**src/rtl/doppler_sweep_ctrl.sv**
```systemverilog
// Doppler-bin sweep sequencer for the DDS carrier-wipeoff datapath: per bin it programs the
// phase increment, drops DDS settle samples, then forwards a fixed number of front-end samples.
module doppler_sweep_ctrl #(
    parameter int unsigned PINC_W        = 32,
    parameter int unsigned BIN_W         = 8,
    parameter int unsigned SAMP_W        = 16,
    parameter int unsigned SETTLE_CYCLES = 8
) (
    input  logic              aclk,
    input  logic              arst,
    input  logic              start,
    input  logic              abort,
    input  logic [PINC_W-1:0] pinc_start,
    input  logic [PINC_W-1:0] pinc_step,
    input  logic [BIN_W-1:0]  num_bins,
    input  logic [SAMP_W-1:0] samples_per_bin,
    output logic [PINC_W-1:0] cfg_tdata,
    output logic              cfg_tvalid,
    input  logic              cfg_tready,
    input  logic [1:0]        smp_in,
    input  logic              smp_in_valid,
    output logic [1:0]        smp_out,
    output logic              smp_out_valid,
    output logic [BIN_W-1:0]  bin_idx,
    output logic              bin_start,
    output logic              bin_done,
    output logic              busy,
    output logic              done
);

    localparam int unsigned SET_W    = (SETTLE_CYCLES > 1) ? $clog2(SETTLE_CYCLES) : 1;
    localparam int unsigned SET_LAST = (SETTLE_CYCLES > 0) ? SETTLE_CYCLES - 1 : 0;

    typedef enum logic [2:0] {
        S_IDLE,
        S_CFG,
        S_SETTLE,
        S_INTEG,
        S_NEXT
    } state_e;

    state_e             state_q;
    logic [PINC_W-1:0]  pinc_q;
    logic [PINC_W-1:0]  step_q;
    logic [BIN_W-1:0]   nbins_q;
    logic [SAMP_W-1:0]  spb_q;
    logic [BIN_W-1:0]   bin_q;
    logic [SET_W-1:0]   settle_q;
    logic [SAMP_W-1:0]  cnt_q;
    logic               abort_pend_q;
    logic               cfg_tvalid_q;
    logic [1:0]         smp_out_q;
    logic               smp_out_valid_q;
    logic               bin_start_q;
    logic               bin_done_q;
    logic               busy_q;
    logic               done_q;

    logic cfg_hs_c;
    logic last_bin_c;
    logic last_smp_c;
    logic settle_end_c;

    assign cfg_hs_c     = cfg_tvalid_q && cfg_tready;
    assign last_bin_c   = (bin_q == (nbins_q - BIN_W'(1)));
    assign last_smp_c   = (cnt_q == (spb_q - SAMP_W'(1)));
    assign settle_end_c = (settle_q == SET_W'(SET_LAST));

    always_ff @(posedge aclk or posedge arst) begin
        if (arst) begin
            state_q         <= S_IDLE;
            pinc_q          <= '0;
            step_q          <= '0;
            nbins_q         <= '0;
            spb_q           <= '0;
            bin_q           <= '0;
            settle_q        <= '0;
            cnt_q           <= '0;
            abort_pend_q    <= 1'b0;
            cfg_tvalid_q    <= 1'b0;
            smp_out_q       <= '0;
            smp_out_valid_q <= 1'b0;
            bin_start_q     <= 1'b0;
            bin_done_q      <= 1'b0;
            busy_q          <= 1'b0;
            done_q          <= 1'b0;
        end else begin
            bin_start_q     <= 1'b0;
            bin_done_q      <= 1'b0;
            done_q          <= 1'b0;
            smp_out_valid_q <= 1'b0;
            case (state_q)
                S_IDLE: begin
                    abort_pend_q <= 1'b0;
                    if (start && !abort) begin
                        if ((num_bins != '0) && (samples_per_bin != '0)) begin
                            pinc_q       <= pinc_start;
                            step_q       <= pinc_step;
                            nbins_q      <= num_bins;
                            spb_q        <= samples_per_bin;
                            bin_q        <= '0;
                            cfg_tvalid_q <= 1'b1;
                            busy_q       <= 1'b1;
                            state_q      <= S_CFG;
                        end else begin
                            done_q <= 1'b1;
                        end
                    end
                end
                // tvalid is never withdrawn before the handshake; an abort waits for it
                S_CFG: begin
                    if (cfg_hs_c) begin
                        cfg_tvalid_q <= 1'b0;
                        if (abort || abort_pend_q) begin
                            busy_q  <= 1'b0;
                            state_q <= S_IDLE;
                        end else if (SETTLE_CYCLES == 0) begin
                            cnt_q       <= '0;
                            bin_start_q <= 1'b1;
                            state_q     <= S_INTEG;
                        end else begin
                            settle_q <= '0;
                            state_q  <= S_SETTLE;
                        end
                    end else if (abort) begin
                        abort_pend_q <= 1'b1;
                    end
                end
                S_SETTLE: begin
                    if (abort) begin
                        busy_q  <= 1'b0;
                        state_q <= S_IDLE;
                    end else if (settle_end_c) begin
                        cnt_q       <= '0;
                        bin_start_q <= 1'b1;
                        state_q     <= S_INTEG;
                    end else begin
                        settle_q <= settle_q + SET_W'(1);
                    end
                end
                // abort beats a coincident final sample
                S_INTEG: begin
                    if (abort) begin
                        busy_q  <= 1'b0;
                        state_q <= S_IDLE;
                    end else begin
                        smp_out_q       <= smp_in;
                        smp_out_valid_q <= smp_in_valid;
                        if (smp_in_valid) begin
                            cnt_q <= cnt_q + SAMP_W'(1);
                            if (last_smp_c) begin
                                bin_done_q <= 1'b1;
                                state_q    <= S_NEXT;
                            end
                        end
                    end
                end
                S_NEXT: begin
                    if (abort) begin
                        busy_q  <= 1'b0;
                        state_q <= S_IDLE;
                    end else if (last_bin_c) begin
                        done_q  <= 1'b1;
                        busy_q  <= 1'b0;
                        state_q <= S_IDLE;
                    end else begin
                        bin_q        <= bin_q + BIN_W'(1);
                        pinc_q       <= pinc_q + step_q;
                        cfg_tvalid_q <= 1'b1;
                        state_q      <= S_CFG;
                    end
                end
                default: begin
                    busy_q  <= 1'b0;
                    state_q <= S_IDLE;
                end
            endcase
        end
    end

    assign cfg_tdata     = pinc_q;
    assign cfg_tvalid    = cfg_tvalid_q;
    assign smp_out       = smp_out_q;
    assign smp_out_valid = smp_out_valid_q;
    assign bin_idx       = bin_q;
    assign bin_start     = bin_start_q;
    assign bin_done      = bin_done_q;
    assign busy          = busy_q;
    assign done          = done_q;

endmodule

```
**config.mk**
```make
export PLATFORM = sky130hd
export DESIGN_NAME = doppler_sweep_ctrl
export DESIGN_NICKNAME = d
export VERILOG_FILES = /design/src/rtl/doppler_sweep_ctrl.sv
export SDC_FILE = /design/constraint.sdc
export NUM_CORES = 1
export LEC_CHECK = 0
export CAP_MARGIN = 20
export CORE_MARGIN = 8
export CORE_UTILIZATION = 25
export DETAILED_ROUTE_END_ITERATION = 8
export GPL_TIMING_DRIVEN = 0
export PLACE_DENSITY = 0.5
export SLEW_MARGIN = 30
export SYNTH_ARGS = -nofsm -noshare
export SYNTH_HDL_FRONTEND = slang
export SYNTH_SLANG_ARGS = --single-unit
```
**constraint.sdc**
```tcl
create_clock -name aclk -period 4.7 [get_ports aclk]
set_input_delay 0.705 -clock aclk [delete_from_list [all_inputs] [get_ports aclk]]
set_output_delay 0.705 -clock aclk [all_outputs]
set_load 0.01 [all_outputs]
```
==> results of run 1 <==
## cells in the mapped netlist (3+ instances only)
cell,count
nand2_1,222
dfrtp_1,127
a21oi_1,62
nor2_1,74
nand3_1,21
nor2b_1,6
buf_2,4
a211oi_1,3
nor3_1,15
a21o_1,14
and3_1,6
nand4_1,14
nand2b_1,9
o21a_1,5
buf_1,3
a2111oi_0,3
ha_1,37
mux2_2,5
clkbuf_1,29
nor4_1,14
mux2i_1,8
o211ai_1,4
o21ai_0,54
xor2_1,32
or3_1,7
o21bai_1,3
inv_1,21
o21ai_1,10
and2_1,6
xnor2_1,45
o41ai_1,3
or2_2,3
a31oi_1,14
## state kept, by name (all words and copies together) (netlist names)
register       cells
bin_idx            8
nbins_q            8
cfg_tvalid         1
done               1
cfg_tdata         32
settle_q           3
abort_pend_q       1
spb_q             16
cnt_q             16
smp_out            2
step_q            32
smp_out_valid      1
state_q            3
bin_start          1
bin_done           1
busy               1
## layer usage
metal | GRT usage | routed length (µm) | vias to the layer above
met4 | 0.0335 | 331 | 8
met2 | 0.231 | 11900 | 187
li1 | - | - | 3491
met1 | 0.178 | 11700 | 3299
met5 | 0 | 53 | -
met3 | 0.0423 | 1490 | 28
## cells in the final DEF (no fill, tap or decap), drive strengths merged, types with 9 or more instances in the layout
cell	instances
clkdlybuf4s50	143
nor2	75
ha	37
a21o	14
xor2	32
nand3	21
buf	11
a21oi	62
nand2b	9
nor4	15
xnor2	45
a31oi	14
clkbuf	48
inv	26
nor3	15
nand4	14
o21ai	64
dfrtp	127
nand2	222
## worst reg2reg max path: cells and delay by family (launching register included)
family	cells	cell delay [ps]
compound gates	6	1790
buf+inv	1	60
fa+ha+maj	2	570
flops	1	370
simple gates	4	910
## power groups by stage
stage	registers (mW)	logic [mW]	clock network (mW)
floorplan	1.89	2.22	0
global placement	1.94	3.25	0
detailed placement	1.94	3.29	0
CTS	1.92	3.32	1.40
global route	1.99	3.70	1.44
finish	1.92	3.29	1.37
## area by class of cell
class | count | area [µm²] | area share
clock inverters | 14 | 155 | 0.0151
repair buffers | 144 | 1460 | 0.142
multi-input cells | 729 | 4250 | 0.415
clock buffers | 18 | 439 | 0.0429
flip-flops and latches | 127 | 3180 | 0.310
well taps | 396 | 495 | 0.0484
plain buffers | 40 | 175 | 0.0171
inverters | 21 | 86.3 | 0.00843
## through the flow
step / instance area, µm² / cells / total power, mW / hold WS (ps)
final: 10200 / 1489 / 6.58 / 481
after global routing: 10200 / 1489 / 7.13 / 507
after CTS: 10200 / 1489 / 6.64 / 483
after detailed placement: 9640 / 1457 / 5.22 / 468
after global placement: 9600 / 1456 / 5.19 / 468
after floorplan: 7670 / 917 / 4.11 / 450
## logic make-up after synthesis
logic type / after synthesis
flip-flops: 127
AND/OR/NAND/NOR: 406
AO/OA/AOI/OAI: 195
multiplexers: 13
XOR/XNOR: 77
buffers and inverters: 61
adder cells (fa/ha/maj): 38
## how the worst max path moves through the flow
stage	from	end	slack [ps]	cells past startpoint
3_5_place_dp	samples_per_bin[13]	bin_idx[5]	880	11
5_1_grt	cfg_tdata[0]	cfg_tdata[28]	700	13
3_3_place_gp	arst	cfg_tdata[6]	-1630	2
2_1_floorplan	arst	abort_pend_q	610	1
6_report	cfg_tdata[0]	cfg_tdata[28]	930	13
4_1_cts	cfg_tdata[0]	cfg_tdata[28]	870	13
==> reports/metrics.cfg, run 1 <==
[setup_path]
cp.required_ps = 5050
startpoint_type = flop
path_class = reg2reg
cp_cell_sequence = ha_1, inv_1, fa_1, nor2b_1, o2111ai_1, and2_1, o31ai_1, a21oi_1, o311a_1, o21ai_1, a31oi_1, or4_1, nand3_1
arrival_ps = 4120
reg2regPathDepth = 13
worstPathMaxFanout = 3
r2r-end = cfg_tdata[28]
cp_slowest_cell = o31ai_1
rrSetupSlack_ps = 930
r2r_start = cfg_tdata[0]
cpPeakStageDelay_ps = 540
cp_top_family = compound AO/OA/AOI/OAI gates
crit_buf_inv = 1
cp-end-kind = flop

[floorplanning]
die_h_um = 191
die-area_um2 = 36600
dieWidth_um = 191
row_count = 64
core_area_um2 = 30400
floorplan.initialDensity = 0.252
pin_count = 144

[clocking]
hold_buffers = 0
postCtsSetupBuffers = 0
cts_tree = built
cts_buffers = 17
clk_path_buf_depth = 2
cts.sinks = 127
ctsHtreeMaxLevel = 4
root_buffer = clkbuf_16
clkLatencyLatePin_ps = 420
cts_resized = 0
clkTransAtPathRegs_ps = 60

[synthesis]
synth_fa_ha_area_frac = 0.0629
synthesis.nets = 1051
synth-compound-area-share = 0.152
synth_ff_type = dfrtp_1
synth_area_leaders = dfrtp_1, nand2_1, ha_1
synth_edf_count = 0
synth.cell_area_um2 = 7670
yosysSeqAreaShare = 0.414
async_reset_ff_frac = 1.00
synth_simple_gate_area_share = 0.232
synthDominantCellAreaShare = 0.414
synth_xor_area_frac = 0.0879
synth_top_family_by_area = simple AND/OR/NAND/NOR gates
ys_warn_count = 0
muxShareOfSynthArea = 0.0178
ys_types = 60
netlist_instances = 917
synth_top_cell_by_area = dfrtp_1
synth-seq-cells = 127
syn_area_per_cell_um2 = 8.37

[timing]
period_share = 0.801
finClkSkew_ps = 11.7
slew_violations = 0
worst_slew_margin_rel = 0.411
post-route-min-period_ps = 3770
setup_viol = 0
tightest_slew_ps = 884
fin_ws_ps = 934
setup-tns-final_ps = 0
max_freq_mhz = 266
rsz0062_at_grt = false
hold_viol = 0

[power]
power_frac_seq = 0.292
irDropWorstVdd_v = 0.000262
combPwrFrac = 0.500
p_int_mw = 3.81
switchingPower_mw = 2.76
p_leak_nw = 4.44
pwr-share-clk = 0.208
power_density_nw_per_um2 = 642
sw_frac_of_total = 0.420

[run_status]
status = complete, no violations

[final_layout]
drive_gt1_frac = 0.0512
n_antenna_cell = 0
syn2layout_area_growth_pct = 33.5
nets = 1214
final_util = 0.337
fill_cells = 3217

[place]
portBuffers = 143
place.gp.congestion = 0.865
dp.final_hpwl_um = 19600
dp_slack_ps = 882

[global_routing]
grt_start_max_net_pins = 67
gr-total-overflow = 0
grt_antenna_before_repair = 4
grt_pass1_wl_um = 40000
grt_pass1_vias = 7213
gr-usage-all-layers = 0.140

[detailed_routing]
routed_wl_um = 25500
initialDrtViolationCount = 438
firstDrtPassIters = 5
viasPerCell = 4.71
drcViolationCount = 0
wl_per_cell_um = 17.1
ant_nets = 0
vias = 7013

[min_path]
hp-class = reg2reg
whs_endpoint = step_q[27]
min_from = step_q[27]
whs_path_depth = 2

[job]
cap_violations = 0

(Power assumes the default switching activity.)
==> run 2: changes to the inputs <==
PLACE_DENSITY = 0.52   (was 0.5)
clock period = 3.18 ns   (was 4.7 ns; I/O delays follow)
==> run 2 against run 1 <==
Clock skew rose by 0.70 ps. Register-to-register slack got worse by 900 ps. Global-route usage rose by 0.16 points. Die area did not move. Via count rose by 1.8%. Combinational power rose by 60%. Clock power rose by 51%.
==> reports/metrics.cfg, run 2 (synthesis results as in run 1) <==
[run_status]
status = complete, no violations  ; unchanged

[timing]
hold_viol = 0  ; unchanged
setup_viol = 0  ; unchanged
rsz0062_at_grt = true  ; was false
period_share = 0.989  ; was 0.801
post-route-min-period_ps = 3150  ; was 3770 ps
slew_violations = 0  ; unchanged
worst_slew_margin_rel = 0.437  ; was 0.411
max_freq_mhz = 318  ; was 266 MHz
tightest_slew_ps = 838  ; was 884 ps
finClkSkew_ps = 12.4  ; was 11.7 ps
fin_ws_ps = 34.6  ; was 934 ps

[floorplanning]
pin_count = 144  ; unchanged
die-area_um2 = 36600  ; unchanged
row_count = 64  ; unchanged
core_area_um2 = 30400  ; unchanged
dieWidth_um = 191  ; unchanged
floorplan.initialDensity = 0.252  ; unchanged
die_h_um = 191  ; unchanged

[final_layout]
instances_no_fill = 1511  ; was 1489
mostFrequentLayoutCell = nand2_1  ; unchanged
nets = 1236  ; was 1214
layout_common_cells = nand2_1, clkdlybuf4s50_1, dfrtp_1, nor2_1, a21oi_1  ; unchanged
syn2layout_area_growth_pct = 39.3  ; was 33.5%
n_antenna_cell = 0  ; unchanged
drive_gt1_frac = 0.0933  ; was 0.0512
fill_cells = 3202  ; was 3217
design_area_um2 = 10700  ; was 10200 µm²

[place]
portBuffers = 143  ; unchanged
place_area_um2 = 9740  ; was 9640 µm²
dp.cells = 1461  ; was 1457
dp.final_hpwl_um = 19800  ; was 19600 µm
place.gp.congestion = 0.869  ; was 0.865
dp_slack_ps = -704  ; was 882 ps

[min_path]
hp-class = in2async  ; was reg2reg

[clocking]
hold_buffers = 0  ; unchanged
cts_tree = built  ; unchanged
root_buffer = clkbuf_16  ; unchanged
cts.sinks = 127  ; unchanged
ctsHtreeMaxLevel = 4  ; unchanged
clkLatencyLatePin_ps = 430  ; was 420 ps
clkTransAtPathRegs_ps = 70  ; was 60 ps
cts_buffers = 17  ; unchanged
clk_path_buf_depth = 2  ; unchanged

[power]
p_int_mw = 5.87  ; was 3.81 mW
sw_frac_of_total = 0.425  ; was 0.420
switchingPower_mw = 4.33  ; was 2.76 mW
power_density_nw_per_um2 = 954  ; was 642 nW/µm²
power_frac_seq = 0.280  ; was 0.292
irDropWorstVdd_v = 0.000367  ; was 0.000262 V
pwr-share-clk = 0.203  ; was 0.208
p_leak_nw = 4.63  ; was 4.44 nW
combPwrFrac = 0.517  ; was 0.500

[job]
cap_violations = 0  ; unchanged

[setup_path]
startpoint_type = flop  ; unchanged
r2r_start = cfg_tdata[0]  ; unchanged
cp-end-kind = flop  ; unchanged
reg2regPathDepth = 13  ; unchanged
rrSetupSlack_ps = 30  ; was 930 ps
cp.required_ps = 3540  ; was 5050 ps
worstPathMaxFanout = 3  ; unchanged
r2r-end = cfg_tdata[28]  ; unchanged
arrival_ps = 3510  ; was 4120 ps
path_class = reg2reg  ; unchanged

[detailed_routing]
ant_nets = 0  ; unchanged
wl_per_cell_um = 17.2  ; was 17.1 µm
firstDrtPassIters = 6  ; was 5
routed_wl_um = 26000  ; was 25500 µm
drcViolationCount = 0  ; unchanged
initialDrtViolationCount = 372  ; was 438
viasPerCell = 4.73  ; was 4.71
vias = 7142  ; was 7013

[global_routing]
gr-total-overflow = 0  ; unchanged
grt_start_max_net_pins = 27  ; was 67
grt_pass1_wl_um = 40500  ; was 40000 µm
grt_pass1_vias = 7157  ; was 7213
gr-usage-all-layers = 0.142  ; was 0.140
grt_antenna_before_repair = 3  ; was 4

## run 2: cell count changes in the layout (fill, tap and decap cells not counted), moves of 3 or more
cell	delta
a21oi_2	+4
buf_12	+4
nor3_2	+3
buf_2	-3
a21oi_1	-4
nor3_1	-3
buf_4	+17
## run 2: per-layer routing
metal,global-route usage,routed length [µm]
met1,0.180,11600
met2,0.240,12700
met3,0.0381,1550
met4,0.0278,206
met5,0,35
## run 2: power groups by stage
| stage | clock network, mW | logic [mW] | registers [mW] |
|---|---|---|---|
| after global placement | 0 | 4.81 | 2.87 |
| after detailed placement | 0 | 4.88 | 2.88 |
| after global routing | 2.18 | 5.89 | 2.95 |
| after CTS | 2.12 | 5.06 | 2.86 |
| final | 2.07 | 5.27 | 2.86 |
| after floorplan | 0 | 3.29 | 2.79 |
## run 2: cell type report
class	instances	area [µm²]	area share
Multi-Input combinational cell	729	4420	0.413
Sequential cell	127	3180	0.297
Timing Repair Buffer	166	1690	0.158
Tap cell	396	495	0.0464
Clock buffer	17	425	0.0398
Buffer	40	218	0.0204
Clock inverter	15	176	0.0165
Inverter	21	82.6	0.00773
## run 2: critical path, cell delays in order, from the launching register on
cell and delay, ps:
dfrtp_1 400, ha_4 170, inv_2 40, fa_2 360, nor2b_4 150, o2111ai_2 120
and2_4 200, o31ai_4 310, a21oi_2 140, o311a_1 400, o21ai_2 210, a31oi_2 120
or4_1 400, nand3_1 70
## run 2: what timing repair did
item                       4_1_cts  5_1_grt
setup endpoints to repair       43       43
gates cloned                     1        0
buffers inserted                 9        8
resized for setup               26       23
pin swaps                        4       14
## run 2: per-stage QoR
step | hold slack, ps | TNS (ps) | util | power, mW
after floorplan | 450 | 0 | - | 6.09
after global placement | 473 | -72390 | 0.316 | 7.68
after detailed placement | 470 | -37050 | 0.320 | 7.75
after CTS | 480 | -41.5 | 0.346 | 10.0
after global routing | 503 | -119 | 0.351 | 11.0
final | 473 | 0 | 0.351 | 10.2
## run 2: worst max path at each step
stage	from	endpoint	cells past startpoint
finish	cfg_tdata[0]	cfg_tdata[28]	13
global route	cfg_tdata[0]	cfg_tdata[28]	13
CTS	cfg_tdata[0]	cfg_tdata[28]	13
detailed placement	samples_per_bin[11]	bin_idx[5]	11
global placement	samples_per_bin[11]	bin_idx[5]	11
floorplan	cfg_tdata[0]	cfg_tdata[28]	13
==> patch 1, RTL diff (flow settings as in run 1) <==
Encoding of `state_e`: now one-hot (5 bits for 5 states).
--- a/src/rtl/doppler_sweep_ctrl.sv
+++ b/src/rtl/doppler_sweep_ctrl.sv
@@ -33,8 +33,8 @@
 
-    typedef enum logic [2:0] {
-        S_IDLE,
-        S_CFG,
-        S_SETTLE,
-        S_INTEG,
-        S_NEXT
+    typedef enum logic [4:0] {
+        S_IDLE   = 5'b00001,
+        S_CFG    = 5'b00010,
+        S_SETTLE = 5'b00100,
+        S_INTEG  = 5'b01000,
+        S_NEXT   = 5'b10000
     } state_e;
Function: no difference found for any inputs over 4 cycles, from zero or initial values and one cycle with arst high; so few cycles prove little.
==> patch 1 against run 1 <==
Setup slack better by 0.71 ns; synthesized area up 5.5%; clock power down 5%; wire length up 2.7%; count of clock-buffer cells in the layout down 1; non-clock buffer count down 4; sequential power up 2%; sequential cell count up 2; utilization down 0.62 points; die area up 5.0%; cell area up 3.9%; power up 4.7%; worst hold slack better by 0.0080 ns.
==> patch 1: results (changes against run 1) <==
[routing]
wl_met1_um=12560  ; +7.4%
wl_met3_um=1203  ; -19%
wirelength_um=26190  ; +2.7%
maxUsedRoutingLayer=met4
total_iterations_of_the_first_detailed_routing_run=8  ; +3
detailroute.via_count=7109  ; +1.4%

[global_route]
antenna_found_initial=0  ; -4
gr-usage-met2_pct=22.38  ; -0.72 points
groute.usage.overall_pct=13.81  ; -0.22 points
grt_start_max_net_pins=70  ; +4.5%
grt_pass1_vias=7186  ; -0.37%
grt_pass1_wl_um=41450  ; +3.5%
groute.layer.met1.usage_pct=18.47  ; +0.72 points

[pwr]
leakagePower_nw=4.381  ; -1.3%
vdd_ir_drop_max_uv=301.1  ; +15%

[yosys]
ys_seq_area_share_pct=39.89  ; -1.5 points
compound_cell_area_share_of_the_yosys_netlist_pct=16.17  ; +0.92 points

[placed_design]
place_hpwl_um=20040  ; +2.1%
globalplace.congestion=0.8282  ; -4.2%

[layout]
post_layout_nets=1166  ; -4.0%

[worst_setup_path]
r2r-end=cfg_tdata[18]
cpMaxStageDelayCell=a21boi_0
timing.reg2reg.worst_path_depth=11  ; -2
critical_path_peak_fanout=4  ; +1

[sta]
finalHoldWorstSlack_ns=0.4894  ; +0.008029 ns

[run_status]
outcome=finished clean

patch 1: cell count changes in the layout (fill, tap and decap cells not counted), sizes merged, moves of 11 or more:
cell    delta
clkbuf    -12
mux2      +49
nand2    -127
nand3     +11
nor2      +13
xnor2     -15
patch 1: final cells by class:
cell class,count,area (µm²),area share [%]
timing repair buffer,144,1459,13.71
clock inverter,14,142.6,1.341
inverter,26,105.1,0.9878
sequential,129,3229,30.35
clock buffer,17,425.4,3.998
tap,408,510.5,4.798
multi-input combinational,678,4572,42.97
buffer,36,196.4,1.846
patch 1: critical path, delay by kind of cell, from the launching register on:
| kind | cells | cell delay [ns] |
|---|---|---|
| adder cells (fa/ha/maj) | 2 | 0.67 |
| buffers and inverters | 1 | 0.08 |
| flip-flops | 1 | 0.37 |
| AND/OR/NAND/NOR | 2 | 0.40 |
| AO/OA/AOI/OAI | 5 | 1.25 |
| XOR/XNOR | 1 | 0.14 |
patch 1: cells by family (layout without fill, tap and decap cells):
| family | after synthesis | after routing |
|---|---|---|
| simple gates | 322 | 322 |
| compound gates | 202 | 202 |
| flops | 129 | 129 |
| buf+inv | 62 | 237 |
| mux | 60 | 60 |
| xor+xnor | 56 | 56 |
| fa+ha+maj | 38 | 38 |
patch 1: power by group:
group | leakage [nW] | switching, W | internal, W
clock | 0.263 | 0.000526 | 0.000774
sequential | 1.58 | 0.000422 | 0.00154
combinational | 2.53 | 0.00189 | 0.00174
patch 1: metrics by stage:
step	power [W]	std cells	setup TNS (ns)
final	0.006886	1452	0
after CTS	0.006928	1452	0
after floorplan	0.004495	869	0
after global placement	0.005555	1420	-218.42
after global routing	0.007454	1452	0
after detailed placement	0.005596	1421	0
==> patch 2, RTL diff (flow settings as in run 1) <==
Made on the original files. `BIN_W`: 8 -> 12.
--- a/src/rtl/doppler_sweep_ctrl.sv
+++ b/src/rtl/doppler_sweep_ctrl.sv
@@ -4,3 +4,3 @@
     parameter int unsigned PINC_W        = 32,
-    parameter int unsigned BIN_W         = 8,
+    parameter int unsigned BIN_W         = 12,
     parameter int unsigned SAMP_W        = 16,
Ports: changed (resized bin_idx and num_bins); port bits go from 144 to 152. The function was not compared with the original's and may differ.
==> patch 2 against run 1 <==
Cell area increased by 5.8%; clock power decreased by 11%; sequential cell count increased by 8; setup slack improved by 0.29 ns; synthesized area increased by 7.1%; power increased by 1.5%; via count increased by 1.5%; wire length increased by 1.4%; non-clock buffer count increased by 4; largest power group unchanged; highest routed layer unchanged.
==> patch 2: results (changes against run 1) <==
[worst_setup_path]
cpMaxStageDelayCell=nor4_4
worstReg2RegStart=nbins_q[0]
timing.reg2reg.worst_path_depth=14  ; +1
critical_path_peak_fanout=10  ; +7
slack_of_the_worst_reg_to_reg_path_ns=1.22  ; +0.29 ns
r2r-end=cfg_tdata[25]
worst_path_largest_cell_delay_ns=0.45  ; -0.09 ns

[yosys]
ys_seq_area_share_pct=41.13  ; -0.29 points
synth.top_cells.by_count=135 x dfrtp_1, 93 x nand2_1, 68 x nor2_1
synth_fp_nets=1021  ; -2.9%
synth.area.top_cells=dfrtp_1 41%, mux2_2 7.5%, ha_1 5.6%, xnor2_1 4.5%, nand2_1 4.2%

[placed_design]
place_hpwl_um=19740  ; +0.54%
globalplace.congestion=0.8284  ; -4.2%
port_buffers=151  ; +5.6%
postPlaceCellArea_um2=10310  ; +7.0%

[global_route]
grt_start_max_net_pins=80  ; +19%
grt_pass1_vias=7471  ; +3.6%
grt_pass1_wl_um=41280  ; +3.1%
groute.usage.overall_pct=13.42  ; -0.61 points

[worst_hold_path]
timing.hold.worst.class=flip-flop to flip-flop
hold_end=busy
hp-start=busy
timing.hold.worst_path_depth=1  ; -1

[sta]
finalHoldWorstSlack_ns=0.4804  ; -0.0009970 ns
tightestPinTransition_ns=0.8266  ; -0.05700 ns
finClkSkew_ns=0.01309  ; +0.001370 ns

[layout]
post_layout_nets=1192  ; -1.8%
drive_gt1_share_pct=9.484  ; +4.4 points

[clock_network]
cts_root_buf=clkbuf_16
clk_pin_slew_worst_paths_ns=0.06  ; about the same
cts_inserted_buffers=17  ; unchanged

[pwr]
leakagePower_nw=4.465  ; +0.58%
p_sw_w=0.002726  ; -1.3%
vdd_ir_drop_max_uv=269.5  ; +2.8%

[routing]
post_drt_via_cell_ratio=4.721  ; +0.23%
wirelength_um=25870  ; +1.4%
drtIter0Drc=371  ; -15%

[run_status]
outcome=finished clean

[patch 2: logic make-up after synthesis]
group | Yosys count | share of synthesized area (%)
compound gates | 217 | 15.96
xor+xnor | 73 | 7.784
fa+ha+maj | 38 | 5.880
buf+inv | 65 | 3.123
flops | 135 | 41.13
mux | 65 | 8.789
simple gates | 290 | 17.33
[patch 2: worst max-delay path by stage]
stage	startpoint	to	slack, ns	depth (start not counted)
after global routing	nbins_q[0]	cfg_tdata[25]	0.93	14
after floorplan	arst	abort_pend_q	0.38	1
after CTS	nbins_q[0]	cfg_tdata[25]	1.16	14
final	nbins_q[0]	cfg_tdata[25]	1.22	14
after global placement	arst	step_q[19]	-2.13	2
after detailed placement	samples_per_bin[1]	spb_q[1]	0.80	10
[patch 2: cell type report]
cell class,count,area [µm²]
Antenna cell,1,2.502
Buffer,36,147.6
Clock buffer,22,464.2
Clock inverter,8,52.55
Fill cell,3379,21620
Inverter,29,116.4
Multi-Input combinational cell,683,4579
Sequential cell,135,3378
Tap cell,442,553.0
Timing Repair Buffer,152,1539
[patch 2: layer usage]
layer | wire (µm) | track usage (%) | up-vias | part of all wire [%]
met5 | 55 | 0 | - | 0.21
met3 | 1697 | 4.446 | 29 | 6.6
met4 | 337 | 3.483 | 8 | 1.3
li1 | - | - | 3504 | -
met2 | 11610 | 21.06 | 165 | 45
met1 | 12180 | 17.48 | 3413 | 47
[patch 2: power by group through the flow]
stage | clock, W | combinational, W | sequential [W]
after floorplan | 0 | 0.00242 | 0.00197
after global placement | 0 | 0.00339 | 0.00204
after detailed placement | 0 | 0.00341 | 0.00204
after CTS | 0.00126 | 0.00345 | 0.00203
after global routing | 0.00130 | 0.00386 | 0.00210
final | 0.00122 | 0.00343 | 0.00202
[patch 2: stage by stage]
stage | worst slack, ns | instances
2_1_floorplan | 0.3839 | 883
3_3_place_gp | -2.131 | 1476
3_5_place_dp | 0.8037 | 1477
4_1_cts | 1.163 | 1507
5_1_grt | 0.9273 | 1507
6_report | 1.224 | 1508
[patch 2: worst max-delay path: cells and delay by family (launching register included)]
family                     cells  cell delay (ns)
and+or+nand+nor                5             1.22
buffers and inverters          4             0.79
DFF                            1             0.41
AOI/OAI and AO/OA              2             0.38
adders and majority gates      1             0.19
xor gates and xnor gates       1             0.17
muxes                          1             0.16
